`src/rtl/fp_convert_seq.sv`:
```
// fp_convert_seq
// Converts a 12-bit two's-complement sample into a small sign/exponent/
// significand float (1/3/4) by iterative normalisation, one shift per cycle.
// Rounding is delegated to an external combinational unit that sees the
// normalised exponent, the top four significand bits and the round bit.
//
// Ports
//   clk      rising-edge clock
//   rst_n    asynchronous active-low reset
//   start    conversion request, sampled only in IDLE
//   d_in     12-bit two's-complement sample
//   busy     high whenever the FSM is not in IDLE
//   done     one-cycle pulse; s/e/f valid from this cycle on
//   s, e, f  registered result (sign, 3-bit exponent, 4-bit significand)
//   rnd_exp  exponent to the rounding unit
//   rnd_sig  significand to the rounding unit
//   rnd_bit  round bit to the rounding unit
//   rnd_e    rounded exponent back from the rounding unit
//   rnd_f    rounded significand back from the rounding unit
//
// state | meaning
// ------+-----------------------------------------------------------
// IDLE  | waiting for start; sample captured on accept
// LOAD  | magnitude formed from the captured sample, exponent preset to 7
// NORM  | shift left until mag[10] is set or the exponent reaches 0
// ROUND | capture the rounding unit's result into s/e/f
// DONE  | done pulse, back to IDLE

module fp_convert_seq (
  input  logic        clk,
  input  logic        rst_n,
  input  logic        start,
  input  logic [11:0] d_in,
  output logic        busy,
  output logic        done,
  output logic        s,
  output logic [2:0]  e,
  output logic [3:0]  f,
  output logic [2:0]  rnd_exp,
  output logic [3:0]  rnd_sig,
  output logic        rnd_bit,
  input  logic [2:0]  rnd_e,
  input  logic [3:0]  rnd_f
);

  localparam logic [2:0] IDLE  = 3'd0;
  localparam logic [2:0] LOAD  = 3'd1;
  localparam logic [2:0] NORM  = 3'd2;
  localparam logic [2:0] ROUND = 3'd3;
  localparam logic [2:0] DONE  = 3'd4;

  logic [2:0]  state;
  logic [11:0] d_reg;
  logic        sign_reg;
  logic [10:0] mag;
  logic [2:0]  exp_cnt;
  logic [11:0] d_neg;
  logic [10:0] mag_load;

  // -0x800 does not fit in 11 bits, so it clamps to the largest magnitude.
  always_comb begin
    d_neg = ~d_reg + 12'd1;
    if (!d_reg[11])
      mag_load = d_reg[10:0];
    else if (d_reg == 12'h800)
      mag_load = 11'h7FF;
    else
      mag_load = d_neg[10:0];
  end

  assign busy    = (state != IDLE);
  assign done    = (state == DONE);
  assign rnd_exp = exp_cnt;
  assign rnd_sig = mag[10:7];
  assign rnd_bit = mag[6];

  always_ff @(posedge clk or negedge rst_n) begin
    if (!rst_n) begin
      state    <= IDLE;
      d_reg    <= 12'd0;
      sign_reg <= 1'b0;
      mag      <= 11'd0;
      exp_cnt  <= 3'd0;
      s        <= 1'b0;
      e        <= 3'd0;
      f        <= 4'd0;
    end else begin
      case (state)
        IDLE: begin
          if (start) begin
            d_reg    <= d_in;
            sign_reg <= d_in[11];
            state    <= LOAD;
          end
        end
        LOAD: begin
          mag     <= mag_load;
          exp_cnt <= 3'd7;
          state   <= NORM;
        end
        NORM: begin
          if (mag[10] || (exp_cnt == 3'd0)) begin
            state <= ROUND;
          end else begin
            mag     <= {mag[9:0], 1'b0};
            exp_cnt <= exp_cnt - 3'd1;
          end
        end
        ROUND: begin
          s     <= sign_reg;
          e     <= rnd_e;
          f     <= rnd_f;
          state <= DONE;
        end
        DONE: begin
          state <= IDLE;
        end
        default: begin
          state <= IDLE;
        end
      endcase
    end
  end

endmodule

```
`config.mk`:
```
export PLATFORM = sky130hd
export DESIGN_NAME = fp_convert_seq
export DESIGN_NICKNAME = d
export VERILOG_FILES = /design/src/rtl/fp_convert_seq.sv
export SDC_FILE = /design/constraint.sdc
export NUM_CORES = 1
export LEC_CHECK = 0
export ABC_AREA = 1
export CAP_MARGIN = 20
export CORE_MARGIN = 2
export CORE_UTILIZATION = 33
export DETAILED_ROUTE_END_ITERATION = 10
export SYNTH_ARGS = -nofsm -noshare
export SYNTH_HDL_FRONTEND = slang
export SYNTH_SLANG_ARGS = --single-unit
```
`constraint.sdc`:
```
create_clock -name clk -period 3.6 [get_ports clk]
set_input_delay 0.36 -clock clk [delete_from_list [all_inputs] [get_ports clk]]
set_output_delay 0.36 -clock clk [all_outputs]
set_load 0.05 [all_outputs]
```
==> impl_metrics.ini, run 1 <==
[final_layout]
final_nets = 301
multiInputGateArea_um2 = 827
antenna_cells = 0
fillerInstances = 597
largest_reg_flops = 12
area_growth_pct = 26.2
drive_gt1_share_pct = 7.22
regArea_um2 = 926

[routing]
drt_pass1_iterations = 4
vias_per_cell = 4.43
ant_nets = 0
vias = 1547
drt-initial-drc-count = 61
drc = 0
drt-total-wl_mm = 3.73
routedWlPerCell_um = 10.7

[pwr]
irDropWorstVdd_mv = 0.383
power_density_nw_per_um2 = 1010
p_leak_nw = 1.21
p_total_mw = 2.44

[timing]
post-route-period-util_pct = 58.8
rsz0062_at_grt = false
finClkSkew_ns = 0.00360
drv_slew = 0
tns_ns = 0
max_freq_ghz = 0.473
hold_ws_ns = 0.471
hold_viol_final = 0
fin_crit_ns = 2.12
worst_pin_slew_ns = 0.767
finalSetupViolCount = 0
slew_headroom_pct = 48.7

[floorplanning]
core_area_um2 = 5540
start_util_pct = 34.4
num_rows = 27
pin_count = 40
dieWidth_um = 80.0
die_h_um = 80.0
dieArea_um2 = 6410

[worst_setup_path]
worstReg2RegEnd = d_reg[2]
end_kind = output port
critPathKind = register to output port
slowest_delay_ns = 0.83
worstSetupStartpointType = register
reg2reg_depth = 3
crit_required_ns = 3.24
startpoint = state[2]
crit_chain = inv_1 > nor3_1 > clkdlybuf4s50_1
worstReg2RegStart = state[0]
crit_path_end = done
crit_arrival_ns = 1.76
cp_slowest_cell = clkdlybuf4s50_1
worstPathMaxFanout = 3
reg2reg_slack_ns = 1.85

[placed_design]
hpwl_mm = 2.77
gp_congestion = 0.774
port_buffers = 39

[yosys]
syn_area_um2 = 1910
yosysWarnings = 0
yosysSeqAreaShare_pct = 48.5
synth.distinct_cells = 26
synth-seq-cells = 37
synth_nets = 263
syn_avg_cell_area_um2 = 8.02
synthCells = 238

[global_routing]
grt_pass1_wl_mm = 6.71
grt_antenna_before_repair = 0
grtUsageTotal_pct = 13.4
overflow = 0
grt_pass1_vias = 1534
grt_max_degree = 38

[outcome]
outcome = complete, no violations

[clock_tree]
post_cts.repair.setup_buffers = 0
clock_latency_ns = 0.28
clock-root-buffer = clkbuf_8
clock_path_buffers = 2
clk_pin_slew_ns = 0.07
cts.repair.resized = 0
cts.sinks = 37
htreeDepth = 2
cts_tree = built
hold_buffers = 0
numCtsBuffers = 5

[job]
cap_violations = 0

[hold_path]
hp-class = register to register
-- cell usage in the layout, fill, tap and decap left out, drive strengths merged --
| master | synthesis | final |
|---|---|---|
| o21ai | 13 | 13 |
| nand3 | 10 | 10 |
| a22oi | 2 | 2 |
| nor2 | 43 | 43 |
| o22ai | 1 | 1 |
| ha | 3 | 3 |
| inv | 22 | 22 |
| buf | 9 | 1 |
| nand4 | 2 | 2 |
| xor2 | 3 | 3 |
| mux2 | 1 | 1 |
| dfrtp | 37 | 37 |
| clkbuf | 0 | 8 |
| a21oi | 15 | 15 |
| nor3 | 2 | 2 |
| clkdlybuf4s50 | 0 | 39 |
| nand2 | 75 | 75 |
-- routing by layer --
metal	global-route usage [%]	routed length [um]	vias to the layer above
met5	0	0	-
met4	5.59	53	0
met3	2.71	114	4
met2	20.3	1620	29
met1	18.5	1940	694
li1	-	-	820
-- area by class of cell --
type	count	area share [%]
well taps	72	3.74
multi-input cells	170	34.3
repair buffers	40	16.5
flip-flops and latches	37	38.4
inverters	22	3.64
clock buffers	8	3.32
-- synth_stat cells (all sizes together) --
| cell type | count | area [um^2] |
|---|---|---|
| inv | 22 | 87.6 |
| buf | 9 | 67.6 |
| a22oi | 2 | 33.8 |
| nand2 | 75 | 297 |
| a21oi | 15 | 86.3 |
| o22ai | 1 | 6.26 |
| nand3 | 10 | 50.1 |
| dfrtp | 37 | 926 |
| nor2 | 43 | 180 |
| nand4 | 2 | 12.5 |
| mux2 | 1 | 11.3 |
| nor3 | 2 | 21.3 |
| ha | 3 | 37.5 |
| o21ai | 13 | 65.1 |
| xor2 | 3 | 26.3 |
-- critical path, delay by kind of cell, from the launching register on --
kind | cells | cell delay, ns
flip-flops | 1 | 0.42
buffers and inverters | 2 | 0.91
AND/OR/NAND/NOR | 1 | 0.14
-- per-stage QoR --
step	std cells	util [%]	instance area [um^2]	setup slack [ns]
2_1_floorplan	238	-	1910	1.65
3_3_place_gp	341	42.0	2330	1.58
3_5_place_dp	341	42.0	2330	1.57
4_1_cts	349	43.5	2410	1.45
5_1_grt	349	43.5	2410	1.38
6_report	349	43.5	2410	1.48
-- worst min path at each step --
stage,from,endpoint,slack [ns],depth (start not counted)
4_1_cts,f[3],f[3],0.47,2
5_1_grt,f[0],f[0],0.50,2
6_report,f[3],f[3],0.47,2
2_1_floorplan,rst_n,d_reg[0],0.06,0
3_3_place_gp,f[1],f[1],0.45,2
3_5_place_dp,f[3],f[3],0.46,2
-- report_power, final --
group | switching, mW | internal, mW
Sequential | 0.143 | 0.618
Clock | 0.138 | 0.138
Combinational | 0.934 | 0.468
-- logic make-up after synthesis --
kind of cell | synth area share (%)
AOI/OAI and AO/OA | 10.0
xor gates and xnor gates | 1.38
adders and majority gates | 1.97
buffers and inverters | 8.13
DFF | 48.5
muxes | 0.590
and+or+nand+nor | 29.4
No activity file was read; power rests on OpenSTA's default activity.
==> run 2, diff against run 1 <==
==> constraint.sdc (replaced) <==
create_clock -name clk -period 1.8 [get_ports clk]
set_input_delay 0.18 -clock clk [delete_from_list [all_inputs] [get_ports clk]]
set_output_delay 0.18 -clock clk [all_outputs]
set_load 0.05 [all_outputs]
==> impl_metrics.ini, run 2 (same netlist as run 1, synthesis figures left out) <==
[worst_setup_path]
startpoint = mag[10]
worstPathBufferInverterCount = 1
crit_required_ns = 1.62
crit_path_end = rnd_sig[3]
reg2reg_slack_ns = 0.21
reg2reg_depth = 10
critPathTopFamily = buffers and inverters
worstSetupStartpointType = register
worstReg2RegStart = rnd_exp[0]
cp.depth = 1
crit_chain = clkdlybuf4s50_1
worstReg2RegEnd = mag[5]
critPathKind = register to output port
end_kind = output port
worstPathMaxFanout = 3
cp_slowest_cell = clkdlybuf4s50_1
crit_arrival_ns = 1.48
slowest_delay_ns = 0.81

[routing]
vias = 1549
drc = 0
drt-total-wl_mm = 3.85
vias_per_cell = 4.43
ant_nets = 0
drt-initial-drc-count = 83
drt_pass1_iterations = 4
routedWlPerCell_um = 11.0

[floorplanning]
core_area_um2 = 5540
dieArea_um2 = 6410
pin_count = 40
die_h_um = 80.0
dieWidth_um = 80.0
start_util_pct = 34.4
num_rows = 27

[final_layout]
fillerInstances = 588
largest_reg_flops = 12
final_cell_mix = nand2_1 (73), nor2_1 (41), clkdlybuf4s50_1 (36), dfrtp_1 (35), inv_1 (17)
fin_util_pct = 43.6
antenna_cells = 0
drive_gt1_share_pct = 10.1
area_growth_pct = 26.6
final_nets = 303
layout_commonest_cell = nand2_1

[timing]
max_freq_ghz = 0.603
post-route-period-util_pct = 92.1
finalSetupViolCount = 0
drv_slew = 0
slew_headroom_pct = 66.0
rsz0062_at_grt = false
hold_viol_final = 0
finClkSkew_ns = 0.00792
fin_crit_ns = 1.66
tns_ns = 0
worst_pin_slew_ns = 0.508

[clock_tree]
hold_buffers = 0
clock_latency_ns = 0.28
htreeDepth = 2
cts.sinks = 37
cts_tree = built
clock-root-buffer = clkbuf_8
clock_path_buffers = 2
cts.repair.resized = 0
clk_pin_slew_ns = 0.07
numCtsBuffers = 5
post_cts.repair.setup_buffers = 0

[pwr]
intPower_mw = 2.44
switching_share_pct = 50.0
p_leak_nw = 1.22
irDropWorstVdd_mv = 0.792
power_density_nw_per_um2 = 2020
seq_power_share_pct = 31.3
clkPwrFrac_pct = 11.0
p_total_mw = 4.89
power.switching_mw = 2.44
power_frac_comb_pct = 57.7

[global_routing]
grtUsageTotal_pct = 13.3
grt_antenna_before_repair = 0
grt_pass1_wl_mm = 6.67
overflow = 0
grt_max_degree = 38
grt_pass1_vias = 1480

[hold_path]
hp-class = input pin to async pin

[outcome]
outcome = complete, no violations

[placed_design]
hpwl_mm = 2.94
gp_congestion = 0.852
port_buffers = 39

[job]
cap_violations = 0
-- run 2: changes by cell type in the layout (fill, tap and decap cells not counted) --
cell             delta
buf_4               +5
clkdlybuf4s50_1     -3
clkbuf_1            -2
dfrtp_1             -2
dfrtp_2             +2
clkinv_2            +1
-- run 2: worst min-delay path by stage --
| stage | end | slack, ns | depth (start not counted) |
|---|---|---|---|
| 3_5_place_dp | f[3] | 0.46 | 2 |
| 6_report | mag[0] | 0.32 | 2 |
| 2_1_floorplan | d_reg[0] | -0.12 | 0 |
| 3_3_place_gp | f[3] | 0.45 | 2 |
| 4_1_cts | e[1] | 0.33 | 2 |
| 5_1_grt | e[1] | 0.37 | 2 |
-- run 2: through the flow --
stage	area (um^2)	std cells	worst slack, ns	hold WS [ns]
finish	2420	350	0.142	0.319
global route	2420	350	0.0331	0.373
CTS	2420	350	0.119	0.329
detailed placement	2340	343	0.211	0.458
global placement	2340	343	0.220	0.453
floorplan	1910	238	0.0126	-0.116
-- run 2: power groups by stage --
stage | logic (mW) | registers [mW] | clock network [mW]
2_1_floorplan | 1.85 | 1.88 | 0
3_3_place_gp | 2.84 | 1.53 | 0
3_5_place_dp | 2.86 | 1.54 | 0
4_1_cts | 2.86 | 1.53 | 0.556
5_1_grt | 3.17 | 1.58 | 0.590
6_report | 2.82 | 1.53 | 0.536
-- run 2: cell type report --
cell class,instances,area [um^2],area share (%)
flip-flops and latches,37,928,38.4
multi-input cells,170,827,34.2
well taps,72,90.1,3.73
clock buffers,6,72.6,3.00
clock inverters,1,5.00,0.207
repair buffers,42,405,16.8
inverters,22,87.6,3.63
-- run 2: routing by layer --
metal | track usage, % | vias to the layer above | routed length, um
met5 | 0 | - | 0
met4 | 4.58 | 0 | 48
met3 | 3.28 | 4 | 142
met2 | 20.8 | 29 | 1760
met1 | 17.9 | 697 | 1900
li1 | - | 819 | -
